===== src/rtl/vector_lsu.sv =====
// Vector load/store unit: one request per handshake, bounds-checked base+offset addressing,
// store-side round/saturate of fixed-point lanes to pixels, registered load response.
module vector_lsu #(
    parameter int unsigned ADDRESS_WIDTH = 18,
    parameter int unsigned MEM_SIZE      = 231000,
    parameter int unsigned LANES         = 6,
    parameter int unsigned LANE_WIDTH    = 19,
    parameter int unsigned DATA_WIDTH    = LANES * LANE_WIDTH
) (
    input  logic                     clk,
    input  logic                     rst,
    input  logic                     req_valid,
    output logic                     req_ready,
    input  logic                     req_write,
    input  logic [ADDRESS_WIDTH-1:0] req_base,
    input  logic [ADDRESS_WIDTH-1:0] req_offset,
    input  logic [DATA_WIDTH-1:0]    req_data,
    output logic                     resp_valid,
    input  logic                     resp_ready,
    output logic [DATA_WIDTH-1:0]    resp_data,
    output logic                     resp_err,
    output logic                     mem_write_enable,
    output logic [ADDRESS_WIDTH-1:0] mem_read_address,
    output logic [ADDRESS_WIDTH-1:0] mem_write_address,
    output logic [DATA_WIDTH-1:0]    mem_input_data,
    input  logic [DATA_WIDTH-1:0]    mem_output_data
);

    localparam int unsigned FracBits = 10;
    localparam int unsigned PixBits  = 8;
    localparam logic [ADDRESS_WIDTH:0] MemLimit = (ADDRESS_WIDTH + 1)'(MEM_SIZE);

    typedef enum logic [1:0] {StIdle, StAccess, StResp} state_e;

    state_e                   state_q, state_d;
    logic                     op_write_q;
    logic                     err_q;
    logic [ADDRESS_WIDTH-1:0] addr_q;
    logic [DATA_WIDTH-1:0]    wdata_q;
    logic [DATA_WIDTH-1:0]    rdata_q;

    logic [ADDRESS_WIDTH:0]   addr_sum;
    logic                     addr_err;
    logic [DATA_WIDTH-1:0]    wdata_conv;
    logic [LANE_WIDTH-1:0]    lane_v;
    logic [PixBits-1:0]       pix;

    // Extra carry bit so base+offset overflow is caught as out of range instead of wrapping.
    assign addr_sum = {1'b0, req_base} + {1'b0, req_offset};
    assign addr_err = (addr_sum >= MemLimit);

    always_comb begin
        wdata_conv = '0;
        lane_v     = '0;
        pix        = '0;
        for (int l = 0; l < int'(LANES); l++) begin
            lane_v = req_data[l*LANE_WIDTH +: LANE_WIDTH];
            if (lane_v[LANE_WIDTH-1]) begin
                pix = '0;
            end else if (&lane_v[FracBits +: PixBits]) begin
                pix = '1;
            end else begin
                pix = lane_v[FracBits +: PixBits] + {{(PixBits-1){1'b0}}, lane_v[FracBits-1]};
            end
            wdata_conv[l*LANE_WIDTH + FracBits +: PixBits] = pix;
        end
    end

    always_comb begin
        state_d = state_q;
        unique case (state_q)
            StIdle:   if (req_valid) state_d = StAccess;
            StAccess: state_d = StResp;
            StResp:   if (resp_ready) state_d = StIdle;
            default:  state_d = StIdle;
        endcase
    end

    always_comb begin
        req_ready         = (state_q == StIdle);
        resp_valid        = (state_q == StResp);
        resp_err          = (state_q == StResp) && err_q;
        resp_data         = rdata_q;
        mem_write_enable  = (state_q == StAccess) && op_write_q && !err_q;
        mem_read_address  = addr_q;
        mem_write_address = addr_q;
        mem_input_data    = wdata_q;
    end

    always_ff @(posedge clk or posedge rst) begin
        if (rst) begin
            state_q    <= StIdle;
            op_write_q <= 1'b0;
            err_q      <= 1'b0;
            addr_q     <= '0;
            wdata_q    <= '0;
            rdata_q    <= '0;
        end else begin
            state_q <= state_d;
            if (state_q == StIdle && req_valid) begin
                op_write_q <= req_write;
                err_q      <= addr_err;
                addr_q     <= addr_sum[ADDRESS_WIDTH-1:0];
                wdata_q    <= wdata_conv;
            end
            // Stores and faulted accesses return zero data.
            if (state_q == StAccess) begin
                rdata_q <= (!op_write_q && !err_q) ? mem_output_data : '0;
            end
        end
    end

endmodule


===== config.mk =====
export PLATFORM = sky130hd
export DESIGN_NAME = vector_lsu
export DESIGN_NICKNAME = d
export VERILOG_FILES = /design/src/rtl/vector_lsu.sv
export SDC_FILE = /design/constraint.sdc
export NUM_CORES = 1
export LEC_CHECK = 0
export ABC_AREA = 1
export CORE_AREA = 3 3 209 211
export DETAILED_ROUTE_END_ITERATION = 16
export DIE_AREA = 0 0 212 214
export PLACE_DENSITY = 0.61
export SYNTH_ARGS = -nofsm -noshare
export SYNTH_HDL_FRONTEND = slang
export SYNTH_SLANG_ARGS = --single-unit
export TNS_END_PERCENT = 100

===== constraint.sdc =====
create_clock -name clk -period 8.23 [get_ports clk]
set_input_delay 1.646 -clock clk [delete_from_list [all_inputs] [get_ports clk]]
set_output_delay 1.646 -clock clk [all_outputs]
set_load 0.05 [all_outputs]

== Word level (Yosys, flattened, before mapping) ==
Index checks and enable logic that the tools add are counted.

* Output and inout port bits: 268
* Register bits: 184

* $add $sub $neg: 7
* Reductions and logical operators: 15
* Eq/ne operators: 4
* Magnitude comparators: 1
* Multiplexer cells: 16

{| class="wikitable"
|+ Operators with widths
! kind !! count
|-
| $mux W114 || 1
|-
| $mux W8 || 12
|-
| $add A8 B1 Y8 || 6
|-
| $reduce_and A8 Y1 || 6
|-
| $add A18 B18 Y19 || 1
|-
| $ge A19 B18 Y1 const B || 1
|-
| $pmux W2 S3 || 1
|-
| $logic_and A1 B1 Y1 || 5
|-
| $mux W2 || 2
|-
| $eq A2 B1 Y1 const B || 1
|-
| $eq A2 B2 Y1 const B || 1
|-
| $logic_not A1 Y1 || 2
|-
| $logic_not A2 Y1 || 1
|-
| $ne A2 B1 Y1 const B || 1
|-
| $ne A2 B2 Y1 const B || 1
|-
| $reduce_and A2 Y1 || 1
|}

== Longest topological paths before layout ==
* Depth after elaboration: 3
* Mapped depth: 16
* Depth with buffers taken out: 16

== Worst setup path after synthesis ==
No wires, ideal clock.

* Kind: register to output
* From: register state_q[1]
* To: output port mem_write_enable
* Buffers on the path: 2
* Arrival time: 2060 ps
* Stages on the path, launching flop included: 6
* Slack: 4524 ps
* Path through: dfrtp_1 nor2_1 inv_2 clkbuf_1 clkbuf_1 nor3_1

* Cells in the longest elaborated chain, start to end: 3

{| class="wikitable"
|+ RTL lines
! item !! RTL line !! source
|-
| start: declaration || 35 || <nowiki>state_e state_q, state_d;</nowiki>
|-
| start signal: assignment || 92 || <nowiki>state_q <= StIdle;</nowiki>
|-
| start signal: assignment || 99 || <nowiki>state_q <= state_d;</nowiki>
|-
| $eq A2 B1 Y1 || 84 || <nowiki>mem_write_enable = (state_q == StAccess) && op_write_q && !err_q;</nowiki>
|-
| $logic_and A1 B1 Y1 (2 in a row) || 84 ||
|-
| end: declaration || 22 || <nowiki>output logic mem_write_enable,</nowiki>
|}

Every way passes these cells.

== Worst setup path after layout ==
Ends and elaborated chain as after synthesis.

==> flow_summary.yaml <==
drt:
  drt_first_pass_iters: 7
  route.detailed.drc: 0
  routed_via_density: 4.219
  ant_nets: 0
  drt_iter0_drc: 638
  routed_wirelength_um: 34030
  vias: 9285
  wire_per_inst_um: 15.46
cells_and_area:
  final_nets: 1948
  final_cell_mix: "416 x clkdlybuf4s50_1, 337 x nand2_1, 197 x inv_1"
  final_common_cell: "clkdlybuf4s50_1"
  drive_gt1_frac: 0.04576
  area_growth_pct: 50.54
  fillCellCount: 4374
  multiInputGateArea_um2: 3943
  final-seq-area_um2: 4604
  post-route-cell-area_um2: 14800
  final_util: 0.3527
grt:
  grt_pass1_wl_um: 52190
  grt_max_degree: 120
  grt_overflow: 0
  antenna_found_initial: 3
  grt_pass1_vias: 9224
  track_usage: 0.1469
timing:
  clock_skew_ns: 0.008470
  period_needed_ns: 4.017
  setup-violations-final: 0
  post-route-period-util: 0.4881
  maxSlewViolCount: 0
  fmax_ghz: 0.2489
  setup_tns_ns: 0
  rsz0062_at_grt: "no"
  hold_violations: 0
  worst_pin_slew_ns: 1.253
  timing.slew.headroom: 0.1646
die:
  die_h_um: 214
  io-pin-count: 537
  start_util: 0.2343
  placementRows: 75
  core_region_area_um2: 41950
  dieArea_um2: 45370
  fp.dieW_um: 212
hold_path:
  hold-path-endpoint: "mem_input_data[32]"
  hold_path_class: "reg2reg"
  min_from: "mem_input_data[32]"
  whs_path_depth: 2
critical_path:
  slowest_delay_ns: 0.91
  critPathKind: "reg2out"
  critPathLaunchType: "register"
  r2r_end: "resp_data[7]"
  cp-end-kind: "primary output"
  rr_worst_depth: 3
  rrSetupSlack_ns: 5.94
  crit_slowest_cell: "clkdlybuf4s50_1"
  cp_max_fo: 5
  cp.buffers_inverters: 2
  reg2reg_from: "state_q[1]"
  arrival_ns: 2.37
  crit_chain: "nor2_1 > clkinv_2 > nor3_1 > clkdlybuf4s50_1"
  worstPathRequired_ns: 6.58
  critical_path.top_delay_family: "buffers and inverters"
power:
  p_per_area_nw_per_um2: 365.9
  peakVddDrop_mv: 0.2127
  leakage_nw: 7.138
yosys:
  synth_top_family_by_area: "simple AND/OR/NAND/NOR gates"
  syn_area_um2: 9828
  avgSynthCellArea_um2: 7.775
  synthMuxAreaShare: 0
  synth_compound_area_frac: 0.1240
  synth_area_leader_cell: "dfrtp_1"
  yosys.area_share.simple: 0.2022
  synthCells: 1264
  ys_seq_elements: 184
  yosys.area_share.xor_xnor: 0.008020
  synthAdderAreaFrac: 0.04023
  synth_top_area_frac: 0.4685
  yosys_warnings: 0
  synth_cell_types: 34
  synthTopCellsByArea: "dfrtp_1 47%, nand2_1 13%, o21ai_0 9.0%, inv_1 7.6%, buf_4 6.4%"
  yosysSeqAreaShare: 0.4685
clocking:
  cts_inserted_buffers: 17
  postCtsHoldBufs: 0
  clockBufferDepth: 2
  post_cts_buffers: 0
  clock_sinks: 184
  cts_tree: "built"
  cts_resized: 0
  cts_max_level: 4
  clock_latency_ns: 0.46
  cts_root_buffer: "clkbuf_16"
  cts.clk_slew.worst_paths_ns: 0.07
place:
  place_congestion: 0.9224
  postPlaceCellArea_um2: 14190
  dp_hpwl_um: 25940
  io_buffers: 416
status:
  status: "finished, final reports clean"
run:
  maxCapViolations: 0
-- worst reg2reg max path, delay by kind of cell, from the launching register on --
family          cells  cell delay [ns]
flops               1             0.39
compound gates      1             0.68
simple gates        2             1.09
-- worst max path at each step --
| stage | from | end | slack (ns) | cells after the start |
|---|---|---|---|---|
| floorplan | rst | err_q | 1.58 | 1 |
| global placement | req_base[0] | err_q | 4.23 | 17 |
| detailed placement | req_base[0] | err_q | 4.18 | 17 |
| CTS | state_q[1] | mem_write_enable | 4.11 | 4 |
| global route | state_q[0] | mem_write_enable | 4.01 | 5 |
| finish | state_q[1] | mem_write_enable | 4.21 | 4 |
-- synthesized netlist by cell type, drive strengths merged --
| library cell | count |
|---|---|
| nor2 | 58 |
| a22o | 4 |
| ha | 30 |
| nor4 | 2 |
| clkbuf | 34 |
| nand3 | 37 |
| or2 | 8 |
| xor2 | 4 |
| and2 | 5 |
| buf | 85 |
| xnor2 | 5 |
| fa | 1 |
| nand2 | 348 |
| a21o | 4 |
| dfrtp | 184 |
| nand3b | 3 |
| o21ai | 178 |
| nor3b | 1 |
| a21oi | 36 |
| clkinv | 1 |
| conb | 1 |
| a31oi | 12 |
| nand4 | 4 |
| nor3 | 13 |
| inv | 206 |
-- area by class of cell --
class | instances | share of cell area
clock inverters | 14 | 0.01082
multi-input cells | 819 | 0.2665
diodes | 1 | 0.0001691
well taps | 539 | 0.04558
clock buffers | 18 | 0.02968
inverters | 207 | 0.05311
flip-flops and latches | 184 | 0.3112
repair buffers | 419 | 0.2830
-- sequential cells by signal, indices dropped and copies added (netlist names) --
name / flops
resp_data: 114
mem_input_data: 48
mem_read_address: 18
state_q: 2
err_q: 1
op_write_q: 1
-- cells by family (layout without fill, tap and decap cells) --
family	after synthesis	count (layout)
and+or+nand+nor	479	479
DFF	184	184
AOI/OAI and AO/OA	234	234
buffers and inverters	326	658
xor gates and xnor gates	9	9
adders and majority gates	31	31
other	1	67
-- per-stage QoR --
stage | power (mW) | hold WS, ns | cells | setup WS (ns)
5_1_grt | 5.718 | 0.5091 | 2201 | 4.009
4_1_cts | 5.499 | 0.4914 | 2200 | 4.106
6_report | 5.414 | 0.4826 | 2201 | 4.213
2_1_floorplan | 3.506 | 0.5133 | 1329 | 1.584
3_5_place_dp | 4.607 | 0.4647 | 2168 | 4.178
3_3_place_gp | 4.585 | 0.4620 | 2168 | 4.226
-- layer usage --
layer	vias to the layer above	GRT usage	share of wire
met1	4310	0.1717	0.40
met4	2	0.04800	0.020
met2	364	0.2478	0.48
met3	34	0.05492	0.10
li1	4575	-	-
met5	-	0	0.00038
-- report_power, final --
part | switching, mW | internal [mW]
sequential | 0.220 | 1.26
clock | 0.415 | 0.440
combinational | 2.15 | 0.938
total | 2.78 | 2.63
No activity file was read; power rests on OpenSTA's default activity.
